### config.mk
export PLATFORM = sky130hd
export DESIGN_NAME = vis_unpacker
export DESIGN_NICKNAME = d
export VERILOG_FILES = /design/src/rtl/vis_unpacker_pkg.sv /design/src/rtl/vis_unpacker_outreg.sv /design/src/rtl/vis_unpacker.sv
export SDC_FILE = /design/constraint.sdc
export NUM_CORES = 1
export LEC_CHECK = 0
export ABC_AREA = 0
export BUFFER_PORTS_ARGS = -buffer_cell sky130_fd_sc_hd__buf_2
export CORE_ASPECT_RATIO = 1.5
export CORE_MARGIN = 4
export CORE_UTILIZATION = 55
export DETAILED_ROUTE_END_ITERATION = 16
export PLACE_DENSITY_LB_ADDON = 0.08
export RECOVER_POWER = 100
export SETUP_SLACK_MARGIN = 0.3
export SYNTH_ARGS = -nofsm -noshare
export SYNTH_HDL_FRONTEND = slang
export SYNTH_HIERARCHICAL = 1
export SYNTH_SLANG_ARGS = --single-unit
### constraint.sdc
create_clock -name clock -period 3.9 [get_ports clock]
set_input_delay 0.195 -clock clock [delete_from_list [all_inputs] [get_ports clock]]
set_output_delay 0.195 -clock clock [all_outputs]
set_load 0.05 [all_outputs]
### src/rtl/vis_unpacker_pkg.sv
// Shared constants and helpers for the narrow visibility stream receiver.
package vis_unpacker_pkg;

   localparam int BYTE_W      = 8;
   localparam int FRAME_CNT_W = 16;

   // Framing error code shared with the bus bridge and bench-side checker.
   typedef enum logic [1:0] {
      FERR_NONE  = 2'b00,
      FERR_SHORT = 2'b01,
      FERR_LEN   = 2'b10,
      FERR_BOTH  = 2'b11
   } frame_err_e;

   // Bytes per {revis, imvis} word for a given component width.
   function automatic int keeps_of(input int accum);
      return (2 * accum) / BYTE_W;
   endfunction

   // Width of a byte-lane index; never narrower than one bit.
   function automatic int idx_width(input int n);
      if (n <= 2) begin
         return 1;
      end else begin
         return $clog2(n);
      end
   endfunction

   // Combine the two framing checks into one error code.
   function automatic frame_err_e frame_err(input logic short_err, input logic len_err);
      frame_err_e e;
      case ({len_err, short_err})
         2'b00:   e = FERR_NONE;
         2'b01:   e = FERR_SHORT;
         2'b10:   e = FERR_LEN;
         2'b11:   e = FERR_BOTH;
         default: e = FERR_NONE;
      endcase
      return e;
   endfunction

endpackage

### src/rtl/vis_unpacker_outreg.sv
// Single-entry valid/ready output register. A load may replace the held
// entry in the same cycle it drains; the producer never loads while the
// entry is held and not being drained.
module vis_unpacker_outreg #(
   parameter int W = 65
) (
   input  logic         clock,
   input  logic         reset,
   input  logic         load_i,
   input  logic [W-1:0] data_i,
   input  logic         ready_i,
   output logic         valid_o,
   output logic [W-1:0] data_o
);

   logic         valid_q;
   logic         valid_d;
   logic [W-1:0] data_q;
   logic [W-1:0] data_d;

   // Next state: a load wins, otherwise a completed handshake empties the entry.
   always_comb begin
      valid_d = valid_q;
      data_d  = data_q;
      if (load_i) begin
         valid_d = 1'b1;
         data_d  = data_i;
      end else if (valid_q && ready_i) begin
         valid_d = 1'b0;
      end else begin
         valid_d = valid_q;
      end
   end

   // Entry flops with synchronous reset.
   always_ff @(posedge clock) begin
      if (reset) begin
         valid_q <= 1'b0;
         data_q  <= {W{1'b0}};
      end else begin
         valid_q <= valid_d;
         data_q  <= data_d;
      end
   end

   assign valid_o = valid_q;
   assign data_o  = data_q;

endmodule

### src/rtl/vis_unpacker.sv
// Receiver for the 8-bit visibility byte stream: reassembles {revis, imvis}
// words, checks frame alignment and length, and presents one word per
// valid/ready handshake.
module vis_unpacker
   import vis_unpacker_pkg::*;
#(
   parameter int ACCUM  = 32,
   parameter int NWORDS = 8
) (
   input  logic             clock,
   input  logic             reset,
   input  logic             s_tvalid,
   output logic             s_tready,
   input  logic             s_tkeep,
   input  logic             s_tlast,
   input  logic [7:0]       s_tdata,
   output logic             m_valid,
   input  logic             m_ready,
   output logic             m_last,
   output logic [ACCUM-1:0] m_revis,
   output logic [ACCUM-1:0] m_imvis,
   output logic             err_short_o,
   output logic             err_len_o,
   output logic [15:0]      frames_o
);

   localparam int KEEPS = keeps_of(ACCUM);
   localparam int BIW   = idx_width(KEEPS);
   localparam int CBITS = $clog2(NWORDS + 1);
   localparam int WW    = 2 * ACCUM;
   localparam int LW    = BYTE_W * (KEEPS - 1);

   localparam logic [BIW-1:0]   BIDX_LAST = BIW'(KEEPS - 1);
   localparam logic [BIW-1:0]   BIDX_ZERO = {BIW{1'b0}};
   localparam logic [CBITS-1:0] WCNT_MAX  = {CBITS{1'b1}};
   localparam logic [CBITS-1:0] WCNT_EXP  = CBITS'(NWORDS);
   localparam logic [CBITS-1:0] WCNT_ZERO = {CBITS{1'b0}};

   // Byte-lane index, lanes 0..KEEPS-2 of the word in progress, and frame state.
   logic [BIW-1:0]         bidx_q,   bidx_d;
   logic [LW-1:0]          lane_q,   lane_d;
   logic [CBITS-1:0]       wcnt_q,   wcnt_d;
   logic                   over_q,   over_d;
   logic [FRAME_CNT_W-1:0] frames_q, frames_d;
   frame_err_e             ferr_q,   ferr_d;

   logic             accept_s;
   logic             kept_s;
   logic             at_last_s;
   logic             load_s;
   logic [CBITS-1:0] words_s;
   logic             over_s;
   logic             short_s;
   logic             len_s;
   logic [WW:0]      out_data_s;

   // Only the completing byte is held off, and only while the output is full.
   assign s_tready = !((bidx_q == BIDX_LAST) && m_valid && !m_ready);

   // Handshake qualifiers for the current byte.
   always_comb begin
      accept_s  = s_tvalid && s_tready;
      kept_s    = accept_s && s_tkeep;
      at_last_s = (bidx_q == BIDX_LAST);
      load_s    = kept_s && at_last_s;
   end

   // Lane fill, word counting and frame close.
   always_comb begin
      bidx_d   = bidx_q;
      lane_d   = lane_q;
      wcnt_d   = wcnt_q;
      over_d   = over_q;
      frames_d = frames_q;
      ferr_d   = FERR_NONE;
      words_s  = wcnt_q;
      over_s   = over_q;
      short_s  = 1'b0;
      len_s    = 1'b0;

      if (load_s) begin
         bidx_d = BIDX_ZERO;
         // Saturating count; the sticky overflow flag keeps overlong frames
         // visible even when the saturated value happens to equal NWORDS.
         if (wcnt_q == WCNT_MAX) begin
            words_s = wcnt_q;
         end else begin
            words_s = wcnt_q + CBITS'(1);
         end
         if (wcnt_q >= WCNT_EXP) begin
            over_s = 1'b1;
         end else begin
            over_s = over_q;
         end
      end else if (kept_s) begin
         bidx_d = bidx_q + BIW'(1);
         for (int i = 0; i < KEEPS - 1; i++) begin
            if (bidx_q == BIW'(i)) begin
               lane_d[i*BYTE_W +: BYTE_W] = s_tdata;
            end else begin
               lane_d[i*BYTE_W +: BYTE_W] = lane_q[i*BYTE_W +: BYTE_W];
            end
         end
      end else begin
         bidx_d = bidx_q;
      end

      // Any accepted tlast closes the frame, including one on a null byte.
      if (accept_s && s_tlast) begin
         if (s_tkeep) begin
            short_s = !at_last_s;
         end else begin
            short_s = (bidx_q != BIDX_ZERO);
         end
         len_s    = over_s || (words_s != WCNT_EXP);
         ferr_d   = frame_err(short_s, len_s);
         bidx_d   = BIDX_ZERO;
         wcnt_d   = WCNT_ZERO;
         over_d   = 1'b0;
         frames_d = frames_q + 16'd1;
      end else begin
         wcnt_d = words_s;
         over_d = over_s;
      end
   end

   // Receiver state flops with synchronous reset.
   always_ff @(posedge clock) begin
      if (reset) begin
         bidx_q   <= BIDX_ZERO;
         lane_q   <= {LW{1'b0}};
         wcnt_q   <= WCNT_ZERO;
         over_q   <= 1'b0;
         frames_q <= {FRAME_CNT_W{1'b0}};
         ferr_q   <= FERR_NONE;
      end else begin
         bidx_q   <= bidx_d;
         lane_q   <= lane_d;
         wcnt_q   <= wcnt_d;
         over_q   <= over_d;
         frames_q <= frames_d;
         ferr_q   <= ferr_d;
      end
   end

   // The completing byte goes straight into the output register as the MSB lane.
   assign out_data_s = {s_tlast, s_tdata, lane_q};

   vis_unpacker_outreg #(
      .W (WW + 1)
   ) u_outreg (
      .clock   (clock),
      .reset   (reset),
      .load_i  (load_s),
      .data_i  (out_data_s),
      .ready_i (m_ready),
      .valid_o (m_valid),
      .data_o  ({m_last, m_revis, m_imvis})
   );

   assign err_short_o = ferr_q[0];
   assign err_len_o   = ferr_q[1];
   assign frames_o    = frames_q;

endmodule
==> run_summary.xml <==
<?xml version="1.0" encoding="UTF-8"?>
<metrics>
  <group name="hold_path">
    <metric name="hp-class" unit="">in2reg</metric>
    <metric name="min_to" unit="">u_outreg/valid_o</metric>
    <metric name="min-delay-start" unit="">m_ready</metric>
    <metric name="timing.hold.worst_path_depth" unit="">3</metric>
  </group>
  <group name="clock_tree">
    <metric name="cts.hold.buffers_added" unit="">0</metric>
    <metric name="clock_sink_count" unit="">148</metric>
    <metric name="cts.htree.levels" unit="">4</metric>
    <metric name="cts_root_buf" unit="">sky130_fd_sc_hd__clkbuf_16</metric>
    <metric name="cts_buffers" unit="">17</metric>
    <metric name="ctsResizeCount" unit="">0</metric>
    <metric name="clock_slew_at_reported_path_ffs" unit="ps">60</metric>
    <metric name="post-cts-setup-buffer-count" unit="">0</metric>
    <metric name="clk_latency_worst_skew_pair" unit="ps">410</metric>
    <metric name="cts_tree" unit="">yes</metric>
    <metric name="clk_path_buf_depth" unit="">2</metric>
  </group>
  <group name="routing">
    <metric name="drtIter0Drc" unit="">204</metric>
    <metric name="viasPerCell" unit="">5.35</metric>
    <metric name="route.met2.wl" unit="um">6730</metric>
    <metric name="vias" unit="">4583</metric>
    <metric name="maxUsedRoutingLayer" unit="">met4</metric>
    <metric name="drtAntennaViolNets" unit="">0</metric>
    <metric name="first_pass_iters" unit="">4</metric>
    <metric name="detailroute.wirelength.met3" unit="um">711</metric>
    <metric name="detail_route.drc_violations" unit="">0</metric>
    <metric name="route.final.wire_length" unit="um">13100</metric>
    <metric name="routed_metal_1_wire_length" unit="um">5410</metric>
    <metric name="routed_wire_length_per_instance" unit="um">15.3</metric>
  </group>
  <group name="worst_setup_path">
    <metric name="critPathRequiredTime" unit="ps">4180</metric>
    <metric name="r2r_setup_slack" unit="ps">1070</metric>
    <metric name="cp-end-kind" unit="">register</metric>
    <metric name="worst_path_dominant_cell_family" unit="">simple AND/OR/NAND/NOR gates</metric>
    <metric name="critical_path.max_stage_delay" unit="ps">820</metric>
    <metric name="critical_path_peak_fanout" unit="">27</metric>
    <metric name="r2r_start" unit="">bidx_q[0]</metric>
    <metric name="worstPathCellList" unit="">ha_1 &gt; ha_1 &gt; nor4bb_4 &gt; clkbuf_1 &gt; nand2_1 &gt; nand2_1 &gt; a21oi_1</metric>
    <metric name="timing.critical_path.arrival" unit="ps">3110</metric>
    <metric name="crit_path_start_kind" unit="">register</metric>
    <metric name="critical_path.slowest_cell" unit="">sky130_fd_sc_hd__clkbuf_1</metric>
    <metric name="reg2reg_depth" unit="">7</metric>
    <metric name="regToRegEndpoint" unit="">lane_q[17]</metric>
    <metric name="crit_type" unit="">reg2reg</metric>
    <metric name="worst-path-buf-inv" unit="">1</metric>
  </group>
  <group name="yosys">
    <metric name="yosys_most_used_dff" unit="">sky130_fd_sc_hd__dfxtp_1</metric>
    <metric name="post-synth-top-area-cell" unit="">sky130_fd_sc_hd__dfxtp_1</metric>
    <metric name="syn_area_per_cell" unit="um2">9.36</metric>
    <metric name="syn_inst" unit="">620</metric>
    <metric name="netlist_area" unit="um2">5800</metric>
    <metric name="synth.distinct_cells" unit="">42</metric>
    <metric name="synth-seq-cells" unit="">148</metric>
    <metric name="synth.yosys.seq_area_share" unit="%">51.1</metric>
    <metric name="synth_nets" unit="">643</metric>
    <metric name="synth-async-reset-ratio" unit="%">0</metric>
    <metric name="synth_top_area_share" unit="%">51.1</metric>
    <metric name="synth_top_cells_by_area" unit="">sky130_fd_sc_hd__dfxtp_1 51%, sky130_fd_sc_hd__mux2i_1 12%, sky130_fd_sc_hd__a21oi_1 6.0%</metric>
    <metric name="number_of_synthesized_flops_with_an_enable_pin" unit="">0</metric>
    <metric name="synth.yosys.warnings" unit="">6</metric>
  </group>
  <group name="timing">
    <metric name="part_of_the_cycle_the_worst_path_needs" unit="%">72.6</metric>
    <metric name="grt_setup_unrepaired" unit="">no</metric>
    <metric name="max_clock_freq" unit="MHz">353</metric>
    <metric name="timing.final.max_slew_violations" unit="">0</metric>
    <metric name="worst_tran_pin_value" unit="ps">1070</metric>
    <metric name="fin_crit" unit="ps">2830</metric>
    <metric name="fin_worst_skew" unit="ps">6.53</metric>
    <metric name="slew-limit-headroom" unit="%">28.8</metric>
    <metric name="setup-violations-final" unit="">0</metric>
    <metric name="totalNegativeSetupSlack" unit="ps">0</metric>
    <metric name="fin_ws" unit="ps">1070</metric>
    <metric name="report.final.hold_viol_count" unit="">0</metric>
  </group>
  <group name="global_route">
    <metric name="initial_antenna_violation_count" unit="">0</metric>
    <metric name="grt_usage" unit="%">21.8</metric>
    <metric name="grt.overflow.total" unit="">0</metric>
    <metric name="vias_in_the_first_global_route" unit="">4388</metric>
    <metric name="pin_count_of_the_biggest_net_entering_global_routing" unit="">102</metric>
    <metric name="grt_first_pass_wirelength" unit="um">21700</metric>
  </group>
  <group name="floorplan">
    <metric name="std_cell_rows" unit="">45</metric>
    <metric name="num_io_pins" unit="">99</metric>
    <metric name="floorplan.initialDensity" unit="%">56.9</metric>
    <metric name="design.die.area" unit="um2">12300</metric>
    <metric name="die_height" unit="um">134</metric>
    <metric name="core_area" unit="um2">10200</metric>
    <metric name="dieWidth" unit="um">91.9</metric>
  </group>
  <group name="layout">
    <metric name="postLayoutCoreUtil" unit="%">66.4</metric>
    <metric name="antenna_cells_inserted" unit="">0</metric>
    <metric name="synthToLayoutAreaGrowth" unit="%">16.7</metric>
    <metric name="drive_above_1_share" unit="%">7.13</metric>
    <metric name="layoutNonFillerInstCount" unit="">856</metric>
    <metric name="design.final.nets" unit="">726</metric>
  </group>
  <group name="power_and_ir_drop">
    <metric name="largest_voltage_drop_on_the_vdd_net" unit="mV">0.297</metric>
    <metric name="total_leakage_power" unit="nW">2.28</metric>
    <metric name="power_per_cell_area" unit="nW/um2">507</metric>
  </group>
  <group name="placed_design">
    <metric name="hpwlAfterDp" unit="um">8830</metric>
    <metric name="port_buffers" unit="">98</metric>
    <metric name="finalWeightedCongestion" unit="">0.812</metric>
    <metric name="pre_cts_slack" unit="ps">1230</metric>
    <metric name="instance_count_after_placement_with_tap_cells_included" unit="">825</metric>
  </group>
  <group name="job">
    <metric name="cap_viol_max_count" unit="">0</metric>
  </group>
  <group name="status">
    <metric name="run_status" unit="">complete, no violations</metric>
  </group>
</metrics>
==> worst reg2reg max path: cells and delay by family (launching register included) <==
kind / cells / cell delay [ps]
AO/OA/AOI/OAI: 1 / 80
adder cells (fa/ha/maj): 2 / 550
buffers and inverters: 1 / 820
flip-flops: 1 / 350
AND/OR/NAND/NOR: 3 / 900
==> metal layers <==
metal / up-vias / GRT usage (%)
met5: - / 0
met4: 0 / 6.53
met3: 17 / 5.39
met2: 120 / 38.7
met1: 2151 / 26.0
li1: 2295 / -
==> through the flow <==
| step | area [um2] | hold slack (ps) | power, mW |
|---|---|---|---|
| finish | 6770 | 72.3 | 3.43 |
| global route | 6770 | 97.9 | 3.53 |
| CTS | 6920 | 67.1 | 3.46 |
| detailed placement | 6260 | 448 | 1.65 |
| global placement | 6260 | 444 | 1.65 |
| floorplan | 5800 | 287 | 1.62 |
==> flip-flops by register name (all words and copies together), names as in the netlist <==
register,cells
bidx_q,3
u_outreg/valid_o,1
wcnt_q,4
u_outreg/data_o,65
frames_o,16
over_q,1
ferr_q,2
lane_q,56
==> report_power, final <==
part | internal (mW) | total (mW) | switching [mW]
Clock | 1.23 | 1.81 | 0.588
Sequential | 1.52 | 1.53 | 0.00633
Combinational | 0.0206 | 0.0936 | 0.0730
==> cell usage in the layout, fill, tap and decap left out, drive strengths merged, types with 3 or more instances in the layout <==
master  instances
dfxtp         148
or4             7
nand2b          4
inv             8
nor3            4
ha              9
a21oi          69
mux2i          68
nand4           6
bufinv          6
xor2            5
buf            18
nand3          57
clkbuf        107
nor2           85
and3            4
clkinv          3
nand2          74
nor3b           3
o31ai           7
==> cell type report <==
type,instances,area (um2)
sequential,148,2960
clock inverter,10,203
inverter,8,30.0
timing repair buffer,104,428
clock buffer,21,460
multi-input combinational,424,2510
tap,141,176
fill,904,3420
==> logic make-up after synthesis <==
family,after synthesis,synth area share (%)
buffers and inverters,48,5.28
and+or+nand+nor,257,20.9
muxes,70,12.1
AOI/OAI and AO/OA,81,7.66
DFF,148,51.1
xor gates and xnor gates,7,1.06
adders and majority gates,9,1.94
==> synthesized netlist by cell type, types with 2 or more instances <==
| cell | n |
|---|---|
| sky130_fd_sc_hd__ha_1 | 9 |
| sky130_fd_sc_hd__nand4_1 | 6 |
| sky130_fd_sc_hd__nor3_1 | 4 |
| sky130_fd_sc_hd__or4_1 | 7 |
| sky130_fd_sc_hd__buf_2 | 6 |
| sky130_fd_sc_hd__mux2_1 | 2 |
| sky130_fd_sc_hd__nor2_1 | 85 |
| sky130_fd_sc_hd__nor3b_1 | 3 |
| sky130_fd_sc_hd__nand3_1 | 55 |
| sky130_fd_sc_hd__buf_12 | 5 |
| sky130_fd_sc_hd__and2_1 | 2 |
| sky130_fd_sc_hd__clkbuf_1 | 21 |
| sky130_fd_sc_hd__buf_6 | 2 |
| sky130_fd_sc_hd__dfxtp_1 | 148 |
| sky130_fd_sc_hd__inv_1 | 8 |
| sky130_fd_sc_hd__nor2b_1 | 2 |
| sky130_fd_sc_hd__and3_1 | 4 |
| sky130_fd_sc_hd__a21oi_1 | 69 |
| sky130_fd_sc_hd__xnor2_1 | 2 |
| sky130_fd_sc_hd__o31ai_1 | 7 |
| sky130_fd_sc_hd__mux2i_1 | 68 |
| sky130_fd_sc_hd__buf_4 | 6 |
| sky130_fd_sc_hd__xor2_1 | 5 |
| sky130_fd_sc_hd__nand2b_1 | 4 |
| sky130_fd_sc_hd__nand2_1 | 73 |
==> worst max-delay path by stage <==
stage                     start                   to  cells past startpoint
finish                bidx_q[0]           lane_q[17]                      7
global route          bidx_q[0]           lane_q[16]                      7
CTS                   bidx_q[0]  u_outreg/data_o[22]                      7
detailed placement    bidx_q[0]  u_outreg/data_o[22]                      7
global placement      bidx_q[0]  u_outreg/data_o[26]                      7
floorplan           frames_o[2]         frames_o[15]                      5
(Power assumes the default switching activity.)
